## src/rtl/cpu_core.sv

```systemverilog
// cpu_core: two-stage RV32I register-file datapath (decode/operand read, then execute/writeback).
// Define CPU_MUL_EN to add the RV32M MUL instruction; otherwise funct7=0000001 encodings are NOPs.

module cpu_core_regfile #(
  parameter int unsigned XLEN     = 32,
  parameter int unsigned NUM_REGS = 32,
  parameter int unsigned AW       = $clog2(NUM_REGS)
) (
  input  logic            CLK,
  input  logic            RESET,
  input  logic [AW-1:0]   i_rs1_addr,
  input  logic [AW-1:0]   i_rs2_addr,
  output logic [XLEN-1:0] o_rs1_data,
  output logic [XLEN-1:0] o_rs2_data,
  input  logic            i_we,
  input  logic [AW-1:0]   i_rd_addr,
  input  logic [XLEN-1:0] i_rd_data
);
  logic [XLEN-1:0] REGISTER_FILE [0:NUM_REGS-1];

  always_ff @(posedge CLK or posedge RESET) begin
    if (RESET) begin
      for (int unsigned i = 0; i < NUM_REGS; i++) begin
        REGISTER_FILE[i[AW-1:0]] <= '0;
      end
    end else if (i_we && (i_rd_addr != '0)) begin
      REGISTER_FILE[i_rd_addr] <= i_rd_data;
    end
  end

  assign o_rs1_data = (i_rs1_addr == '0) ? '0 : REGISTER_FILE[i_rs1_addr];
  assign o_rs2_data = (i_rs2_addr == '0) ? '0 : REGISTER_FILE[i_rs2_addr];
endmodule

module cpu_core #(
  parameter int unsigned XLEN     = 32,
  parameter int unsigned NUM_REGS = 32
) (
  input  logic            CLK,
  input  logic            RESET,
  input  logic [XLEN-1:0] INSTRUCTION,
  input  logic [XLEN-1:0] READ_DATA,
  output logic            MEM_READ,
  output logic            MEM_WRITE,
  output logic [XLEN-1:0] MEM_WRITE_DATA,
  output logic [XLEN-1:0] MEM_ADDRESS
);
  localparam int unsigned AW = $clog2(NUM_REGS);

  localparam logic [6:0] OPC_OP     = 7'b0110011;
  localparam logic [6:0] OPC_OP_IMM = 7'b0010011;
  localparam logic [6:0] OPC_LUI    = 7'b0110111;
  localparam logic [6:0] OPC_LOAD   = 7'b0000011;
  localparam logic [6:0] OPC_STORE  = 7'b0100011;
  localparam logic [6:0] F7_BASE    = 7'b0000000;
  localparam logic [6:0] F7_ALT     = 7'b0100000;
`ifdef CPU_MUL_EN
  localparam logic [6:0] F7_MULDIV  = 7'b0000001;
`endif

  typedef enum logic [1:0] {
    CLS_NOP,
    CLS_ALU,
    CLS_LOAD,
    CLS_STORE
  } op_class_e;

  typedef enum logic [3:0] {
    ALU_ADD,
    ALU_SUB,
    ALU_SLL,
    ALU_SLT,
    ALU_SLTU,
    ALU_XOR,
    ALU_SRL,
    ALU_SRA,
    ALU_OR,
    ALU_AND,
    ALU_MUL
  } alu_op_e;

  // Decode-stage fields
  logic [6:0]      w_opcode;
  logic [2:0]      w_funct3;
  logic [6:0]      w_funct7;
  logic [AW-1:0]   w_rd;
  logic [AW-1:0]   w_rs1;
  logic [AW-1:0]   w_rs2;
  logic [XLEN-1:0] w_imm_i;
  logic [XLEN-1:0] w_imm_s;
  logic [XLEN-1:0] w_imm_u;

  op_class_e       w_class;
  alu_op_e         w_alu_op;
  logic            w_use_imm;
  logic            w_zero_a;
  logic [XLEN-1:0] w_imm;

  logic [XLEN-1:0] w_rf_rs1;
  logic [XLEN-1:0] w_rf_rs2;
  logic [XLEN-1:0] w_rs1_val;
  logic [XLEN-1:0] w_rs2_val;
  logic [XLEN-1:0] w_op_a;
  logic [XLEN-1:0] w_op_b;

  // D/E pipeline register
  logic            r_valid;
  op_class_e       r_class;
  alu_op_e         r_alu_op;
  logic [XLEN-1:0] r_op_a;
  logic [XLEN-1:0] r_op_b;
  logic [AW-1:0]   r_rd;
  logic [XLEN-1:0] r_imm;
  logic [XLEN-1:0] r_store_data;

  // Execute-stage signals
  logic [XLEN-1:0] w_alu_result;
  logic [XLEN-1:0] w_mem_addr;
  logic            w_is_load;
  logic            w_is_store;
  logic [XLEN-1:0] w_wb_data;
  logic            w_wb_en;

  assign w_opcode = INSTRUCTION[6:0];
  assign w_rd     = INSTRUCTION[11:7];
  assign w_funct3 = INSTRUCTION[14:12];
  assign w_rs1    = INSTRUCTION[19:15];
  assign w_rs2    = INSTRUCTION[24:20];
  assign w_funct7 = INSTRUCTION[31:25];
  assign w_imm_i  = {{20{INSTRUCTION[31]}}, INSTRUCTION[31:20]};
  assign w_imm_s  = {{20{INSTRUCTION[31]}}, INSTRUCTION[31:25], INSTRUCTION[11:7]};
  assign w_imm_u  = {INSTRUCTION[31:12], 12'b0};

  always_comb begin
    w_class   = CLS_NOP;
    w_alu_op  = ALU_ADD;
    w_use_imm = 1'b0;
    w_zero_a  = 1'b0;
    w_imm     = w_imm_i;
    case (w_opcode)
      OPC_OP: begin
        case (w_funct7)
          F7_BASE: begin
            w_class = CLS_ALU;
            case (w_funct3)
              3'b000: w_alu_op = ALU_ADD;
              3'b001: w_alu_op = ALU_SLL;
              3'b010: w_alu_op = ALU_SLT;
              3'b011: w_alu_op = ALU_SLTU;
              3'b100: w_alu_op = ALU_XOR;
              3'b101: w_alu_op = ALU_SRL;
              3'b110: w_alu_op = ALU_OR;
              3'b111: w_alu_op = ALU_AND;
            endcase
          end
          F7_ALT: begin
            if (w_funct3 == 3'b000) begin
              w_class  = CLS_ALU;
              w_alu_op = ALU_SUB;
            end else if (w_funct3 == 3'b101) begin
              w_class  = CLS_ALU;
              w_alu_op = ALU_SRA;
            end
          end
`ifdef CPU_MUL_EN
          F7_MULDIV: begin
            if (w_funct3 == 3'b000) begin
              w_class  = CLS_ALU;
              w_alu_op = ALU_MUL;
            end
          end
`endif
          default: ;
        endcase
      end
      OPC_OP_IMM: begin
        w_use_imm = 1'b1;
        case (w_funct3)
          3'b000: begin w_class = CLS_ALU; w_alu_op = ALU_ADD;  end
          3'b010: begin w_class = CLS_ALU; w_alu_op = ALU_SLT;  end
          3'b011: begin w_class = CLS_ALU; w_alu_op = ALU_SLTU; end
          3'b100: begin w_class = CLS_ALU; w_alu_op = ALU_XOR;  end
          3'b110: begin w_class = CLS_ALU; w_alu_op = ALU_OR;   end
          3'b111: begin w_class = CLS_ALU; w_alu_op = ALU_AND;  end
          3'b001: begin
            if (w_funct7 == F7_BASE) begin
              w_class  = CLS_ALU;
              w_alu_op = ALU_SLL;
            end
          end
          3'b101: begin
            if (w_funct7 == F7_BASE) begin
              w_class  = CLS_ALU;
              w_alu_op = ALU_SRL;
            end else if (w_funct7 == F7_ALT) begin
              w_class  = CLS_ALU;
              w_alu_op = ALU_SRA;
            end
          end
        endcase
      end
      OPC_LUI: begin
        w_class   = CLS_ALU;
        w_zero_a  = 1'b1;
        w_use_imm = 1'b1;
        w_imm     = w_imm_u;
      end
      OPC_LOAD: begin
        if (w_funct3 == 3'b010) w_class = CLS_LOAD;
      end
      OPC_STORE: begin
        if (w_funct3 == 3'b010) begin
          w_class = CLS_STORE;
          w_imm   = w_imm_s;
        end
      end
      default: ;
    endcase
  end

  cpu_core_regfile #(
    .XLEN     (XLEN),
    .NUM_REGS (NUM_REGS)
  ) regfile (
    .CLK        (CLK),
    .RESET      (RESET),
    .i_rs1_addr (w_rs1),
    .i_rs2_addr (w_rs2),
    .o_rs1_data (w_rf_rs1),
    .o_rs2_data (w_rf_rs2),
    .i_we       (w_wb_en),
    .i_rd_addr  (r_rd),
    .i_rd_data  (w_wb_data)
  );

  // E writes the register file on the same edge D samples it, so bypass E's result
  // (load data included) into D; this is what removes every stall.
  assign w_rs1_val = (w_wb_en && (w_rs1 == r_rd)) ? w_wb_data : w_rf_rs1;
  assign w_rs2_val = (w_wb_en && (w_rs2 == r_rd)) ? w_wb_data : w_rf_rs2;
  assign w_op_a    = w_zero_a  ? '0    : w_rs1_val;
  assign w_op_b    = w_use_imm ? w_imm : w_rs2_val;

  always_ff @(posedge CLK or posedge RESET) begin
    if (RESET) begin
      r_valid      <= 1'b0;
      r_class      <= CLS_NOP;
      r_alu_op     <= ALU_ADD;
      r_op_a       <= '0;
      r_op_b       <= '0;
      r_rd         <= '0;
      r_imm        <= '0;
      r_store_data <= '0;
    end else begin
      r_valid      <= (w_class != CLS_NOP);
      r_class      <= w_class;
      r_alu_op     <= w_alu_op;
      r_op_a       <= w_op_a;
      r_op_b       <= w_op_b;
      r_rd         <= w_rd;
      r_imm        <= w_imm;
      r_store_data <= w_rs2_val;
    end
  end

  always_comb begin
    w_alu_result = '0;
    case (r_alu_op)
      ALU_ADD:  w_alu_result = r_op_a + r_op_b;
      ALU_SUB:  w_alu_result = r_op_a - r_op_b;
      ALU_SLL:  w_alu_result = r_op_a << r_op_b[4:0];
      ALU_SLT:  w_alu_result = {{(XLEN-1){1'b0}}, ($signed(r_op_a) < $signed(r_op_b))};
      ALU_SLTU: w_alu_result = {{(XLEN-1){1'b0}}, (r_op_a < r_op_b)};
      ALU_XOR:  w_alu_result = r_op_a ^ r_op_b;
      ALU_SRL:  w_alu_result = r_op_a >> r_op_b[4:0];
      ALU_SRA:  w_alu_result = $unsigned($signed(r_op_a) >>> r_op_b[4:0]);
      ALU_OR:   w_alu_result = r_op_a | r_op_b;
      ALU_AND:  w_alu_result = r_op_a & r_op_b;
`ifdef CPU_MUL_EN
      ALU_MUL:  w_alu_result = r_op_a * r_op_b;
`endif
      default:  w_alu_result = '0;
    endcase
  end

  assign w_is_load  = r_valid && (r_class == CLS_LOAD);
  assign w_is_store = r_valid && (r_class == CLS_STORE);
  assign w_mem_addr = r_op_a + r_imm;
  assign w_wb_data  = w_is_load ? READ_DATA : w_alu_result;
  assign w_wb_en    = r_valid && ((r_class == CLS_ALU) || (r_class == CLS_LOAD)) && (r_rd != '0);

  assign MEM_READ       = w_is_load;
  assign MEM_WRITE      = w_is_store;
  assign MEM_ADDRESS    = (w_is_load || w_is_store) ? w_mem_addr : '0;
  assign MEM_WRITE_DATA = w_is_store ? r_store_data : '0;
endmodule

```

## config.mk

```make
export PLATFORM = sky130hd
export DESIGN_NAME = cpu_core
export DESIGN_NICKNAME = d
export VERILOG_FILES = /design/src/rtl/cpu_core.sv
export SDC_FILE = /design/constraint.sdc
export NUM_CORES = 2
export LEC_CHECK = 0
export CAP_MARGIN = 20
export CORE_AREA = 2 2 482 484
export DETAILED_ROUTE_END_ITERATION = 16
export DIE_AREA = 0 0 484 486
export PLACE_DENSITY_LB_ADDON = 0.2
export SYNTH_ARGS = -nofsm -noshare
export SYNTH_HDL_FRONTEND = slang
export SYNTH_HIERARCHICAL = 1
export SYNTH_SLANG_ARGS = --single-unit
```

## constraint.sdc

```tcl
create_clock -name CLK -period 46.7 [get_ports CLK]
set_input_delay 9.34 -clock CLK [delete_from_list [all_inputs] [get_ports CLK]]
set_output_delay 9.34 -clock CLK [all_outputs]
set_load 0.005 [all_outputs]
```

==> results.json <==
{
  "yosys.area_share.simple": 0.0612,
  "routed_wl_microns": 298000,
  "grt_max_degree": 159,
  "place_inst": 8578,
  "period_minus_slack_ns": 14.41,
  "skew_ns": 0.0339,
  "yosysWarnings": 6,
  "place.gp.congestion": 0.994,
  "areaGrowthSynthToFinish_pct": 13.3,
  "rsz0062_at_grt": "false",
  "clock_path_buffers": 3,
  "row_count": 176,
  "powerDensity_nw_per_um2": 33.3,
  "nets": 5903,
  "multi_input_area_sq_um": 39400,
  "clock_latency_ns": 0.81,
  "postRouteAntennaNets": 0,
  "synthXorXnorAreaFrac": 0.00579,
  "synth_top_family_by_area": "multiplexers",
  "min_path_type": "flop to flop",
  "post-cts-setup-buffers": 0,
  "fillers": 22400,
  "status": "finished, final reports clean",
  "hpwl_microns": 191000,
  "max-vdd-ir-drop_uv": 34.4,
  "clock_sinks": 1164,
  "drv_slew": 0,
  "async_reset_ff_frac": 1.00,
  "numCtsBuffers": 138,
  "hold_viol": 0,
  "cts_tree": "yes",
  "stdcell_count": 8841,
  "die_area_sq_um": 235000,
  "tightestPinTransition_ns": 1.24,
  "required_ns": 37.36,
  "synthesis.instances": 5781,
  "cp-start-kind": "flop",
  "r2r_end": "regfile/REGISTER_FILE[306]",
  "clk_pin_slew_ns": 0.06,
  "hold_buffers": 0,
  "rrSetupSlack_ns": 40.28,
  "fmax_mhz": 69.4,
  "drc": 0,
  "die_w_microns": 484,
  "first_global_vias": 54000,
  "grtUsageTotal": 0.249,
  "worst-setup-path-type": "flop to output port",
  "cts-root-buf": "clkbuf_16",
  "crit_arrival_ns": 5.07,
  "p_leak_nw": 34.6,
  "reg2reg_from": "r_op_b[2]",
  "worstHoldEndpoint": "regfile/REGISTER_FILE[1008]",
  "drt-initial-drc-count": 5523,
  "regArea_sq_um": 29100,
  "avgSynthCellArea_sq_um": 12.3,
  "htreeDepth": 4,
  "start_util": 0.310,
  "synth-compound-area-share": 0.101,
  "grt_overflow_total": 0,
  "antenna_found_initial": 11,
  "synth_fa_ha_area_frac": 0.0249,
  "drt-pass1-iter-count": 6,
  "grt_pass1_wl_microns": 425000,
  "synthesis.area_sq_um": 71100,
  "fin_crit_sh": 0.309,
  "rr_worst_depth": 14,
  "synth_edf_count": 0,
  "synth-main-ff-cell": "dfrtp_1",
  "worstSetupEndpointType": "output port",
  "num_vias": 53500,
  "die_y_microns": 486,
  "drive_gt1_frac": 0.362,
  "synthDistinctLibCells": 95,
  "totalPowerFinal_mw": 2.69,
  "slew_headroom": 0.166,
  "ios": 132,
  "hold_path.startpoint": "regfile/REGISTER_FILE[1008]",
  "ys_seq_area_frac": 0.410,
  "syn_nets": 5987,
  "cts_resized": 0,
  "setup_tns_ns": 0,
  "wire_per_inst_microns": 33.7,
  "coreArea_sq_um": 229000,
  "synth_seq_cells": 1164,
  "min_path_cells": 0,
  "synth.area.mux_share": 0.355,
  "critPathMaxFanout": 11,
  "setup_viol": 0,
  "vias_per_cell": 6.05,
  "port_buffers": 131,
  "maxCapViolCount": 0
}
cell usage after synthesis (16+ instances only):
master | n | area share
o221ai_1 | 17 | 0.0021
mux2i_1 | 293 | 0.041
o21bai_1 | 18 | 0.0019
a221o_1 | 43 | 0.0061
nor4_1 | 52 | 0.0046
a21o_1 | 47 | 0.0050
o31ai_1 | 20 | 0.0021
ha_1 | 137 | 0.024
dfrtp_1 | 1164 | 0.41
xnor2_1 | 30 | 0.0037
inv_1 | 120 | 0.0063
mux2_2 | 1105 | 0.17
a2111oi_0 | 50 | 0.0062
a221oi_1 | 27 | 0.0033
o22ai_1 | 92 | 0.0081
a21oi_1 | 189 | 0.013
nand2_1 | 195 | 0.010
nor2_1 | 258 | 0.014
mux4_2 | 437 | 0.14
and3_1 | 49 | 0.0043
buf_1 | 65 | 0.0034
buf_2 | 103 | 0.0072
nand2b_1 | 19 | 0.0017
a31oi_1 | 23 | 0.0020
and2_1 | 17 | 0.0015
xor2_1 | 17 | 0.0021
nor2b_1 | 84 | 0.0074
clkbuf_1 | 347 | 0.018
nor3_1 | 102 | 0.0072
o21ai_0 | 126 | 0.0089
o211ai_1 | 16 | 0.0017
a211oi_1 | 100 | 0.011
buf_4 | 34 | 0.0036
a22o_1 | 93 | 0.011
a22oi_1 | 24 | 0.0025
nand3_1 | 36 | 0.0025
layout make-up:
cell class              instances  area share
multi-input cells            3924       0.489
diodes                          7    0.000217
inverters                     124     0.00593
clock buffers                 209      0.0513
flip-flops and latches       1164       0.362
repair buffers                345      0.0377
clock inverters                42     0.00722
well taps                    3026      0.0470
routing by layer:
metal | wire length, microns | track usage | vias up | share of wire
met3 | 22100 | 0.0481 | 620 | 0.074
li1 | - | - | 21900 | -
met5 | 11 | 0 | - | 0.000037
met1 | 125000 | 0.332 | 28400 | 0.42
met4 | 14700 | 0.110 | 2 | 0.050
met2 | 136000 | 0.393 | 2505 | 0.46
power breakdown:
group | internal, mW | leakage, nW | total [mW] | switching [mW]
sequential | 1.02 | 15.0 | 1.04 | 0.0182
clock | 0.664 | 2.31 | 1.13 | 0.465
combinational | 0.152 | 17.3 | 0.521 | 0.369
registers in the layout (all words and copies together) (netlist names):
signal / flops
r_valid: 1
r_op_b: 32
r_imm: 32
r_op_a: 32
r_class: 2
r_store_data: 32
regfile/REGISTER_FILE: 1024
r_alu_op: 4
r_rd: 5
how the worst max path moves through the flow:
stage                     from                  endpoint  slack [ns]  depth (start not counted)
3_5_place_dp   INSTRUCTION[21]                r_op_b[30]       32.53                         11
6_report             r_op_a[4]           MEM_ADDRESS[31]       32.29                         12
3_3_place_gp   INSTRUCTION[21]                r_op_b[22]       32.55                         10
5_1_grt              r_op_a[1]           MEM_ADDRESS[30]       31.99                         13
2_1_floorplan            RESET  regfile/REGISTER_FILE[0]        8.54                          1
4_1_cts              r_op_a[1]           MEM_ADDRESS[30]       32.31                         13
per-stage QoR:
| step | setup slack (ns) | utilization | area (sq um) | hold slack (ns) |
|---|---|---|---|---|
| after floorplan | 8.54 | - | 71100 | 0.441 |
| after detailed placement | 32.53 | 0.330 | 75700 | 0.388 |
| after CTS | 32.31 | 0.351 | 80500 | 0.401 |
| final | 32.29 | 0.351 | 80600 | 0.398 |
| after global placement | 32.55 | 0.330 | 75700 | 0.381 |
| after global routing | 31.99 | 0.351 | 80500 | 0.409 |
cell usage in the layout (no fill, tap or decap), types with 23 or more instances in the layout:
cell	n
dfrtp_1	1161
a211oi_1	100
nand2_1	174
a21oi_1	188
mux2i_1	293
nor2_4	23
mux2_2	1105
xnor2_1	30
ha_1	137
a221o_1	43
mux4_2	437
clkdlybuf4s50_1	123
a22o_1	93
buf_4	202
nor2b_1	81
clkbuf_8	42
o21ai_0	119
and3_1	49
nand3_1	36
o22ai_1	92
a221oi_1	27
clkbuf_1	30
nor2_1	229
a2111oi_0	48
nor3_1	100
inv_1	118
clkbuf_16	138
nor4_1	47
a21o_1	47
a22oi_1	24
critical path, cell delays in order (launching register included):
cell	delay, ns
dfrtp_1	0.92
ha_1	0.43
a21o_1	0.21
a31oi_1	0.21
a21oi_1	0.19
o2111ai_1	0.34
a21oi_1	0.17
o21ai_1	0.24
a31oi_1	0.22
a221oi_1	0.48
xnor2_1	0.12
nor2_1	0.13
clkdlybuf4s50_1	0.56
kinds of logic (layout without fill, tap and decap cells):
| logic type | Yosys count | in the layout |
|---|---|---|
| multiplexers | 1838 | 1838 |
| flip-flops | 1164 | 1164 |
| AO/OA/AOI/OAI | 1009 | 1009 |
| AND/OR/NAND/NOR | 890 | 890 |
| buffers and inverters | 693 | 720 |
| adder cells (fa/ha/maj) | 140 | 140 |
| XOR/XNOR | 47 | 47 |
| other | 0 | 7 |
Power figures use the tool's default switching activity.
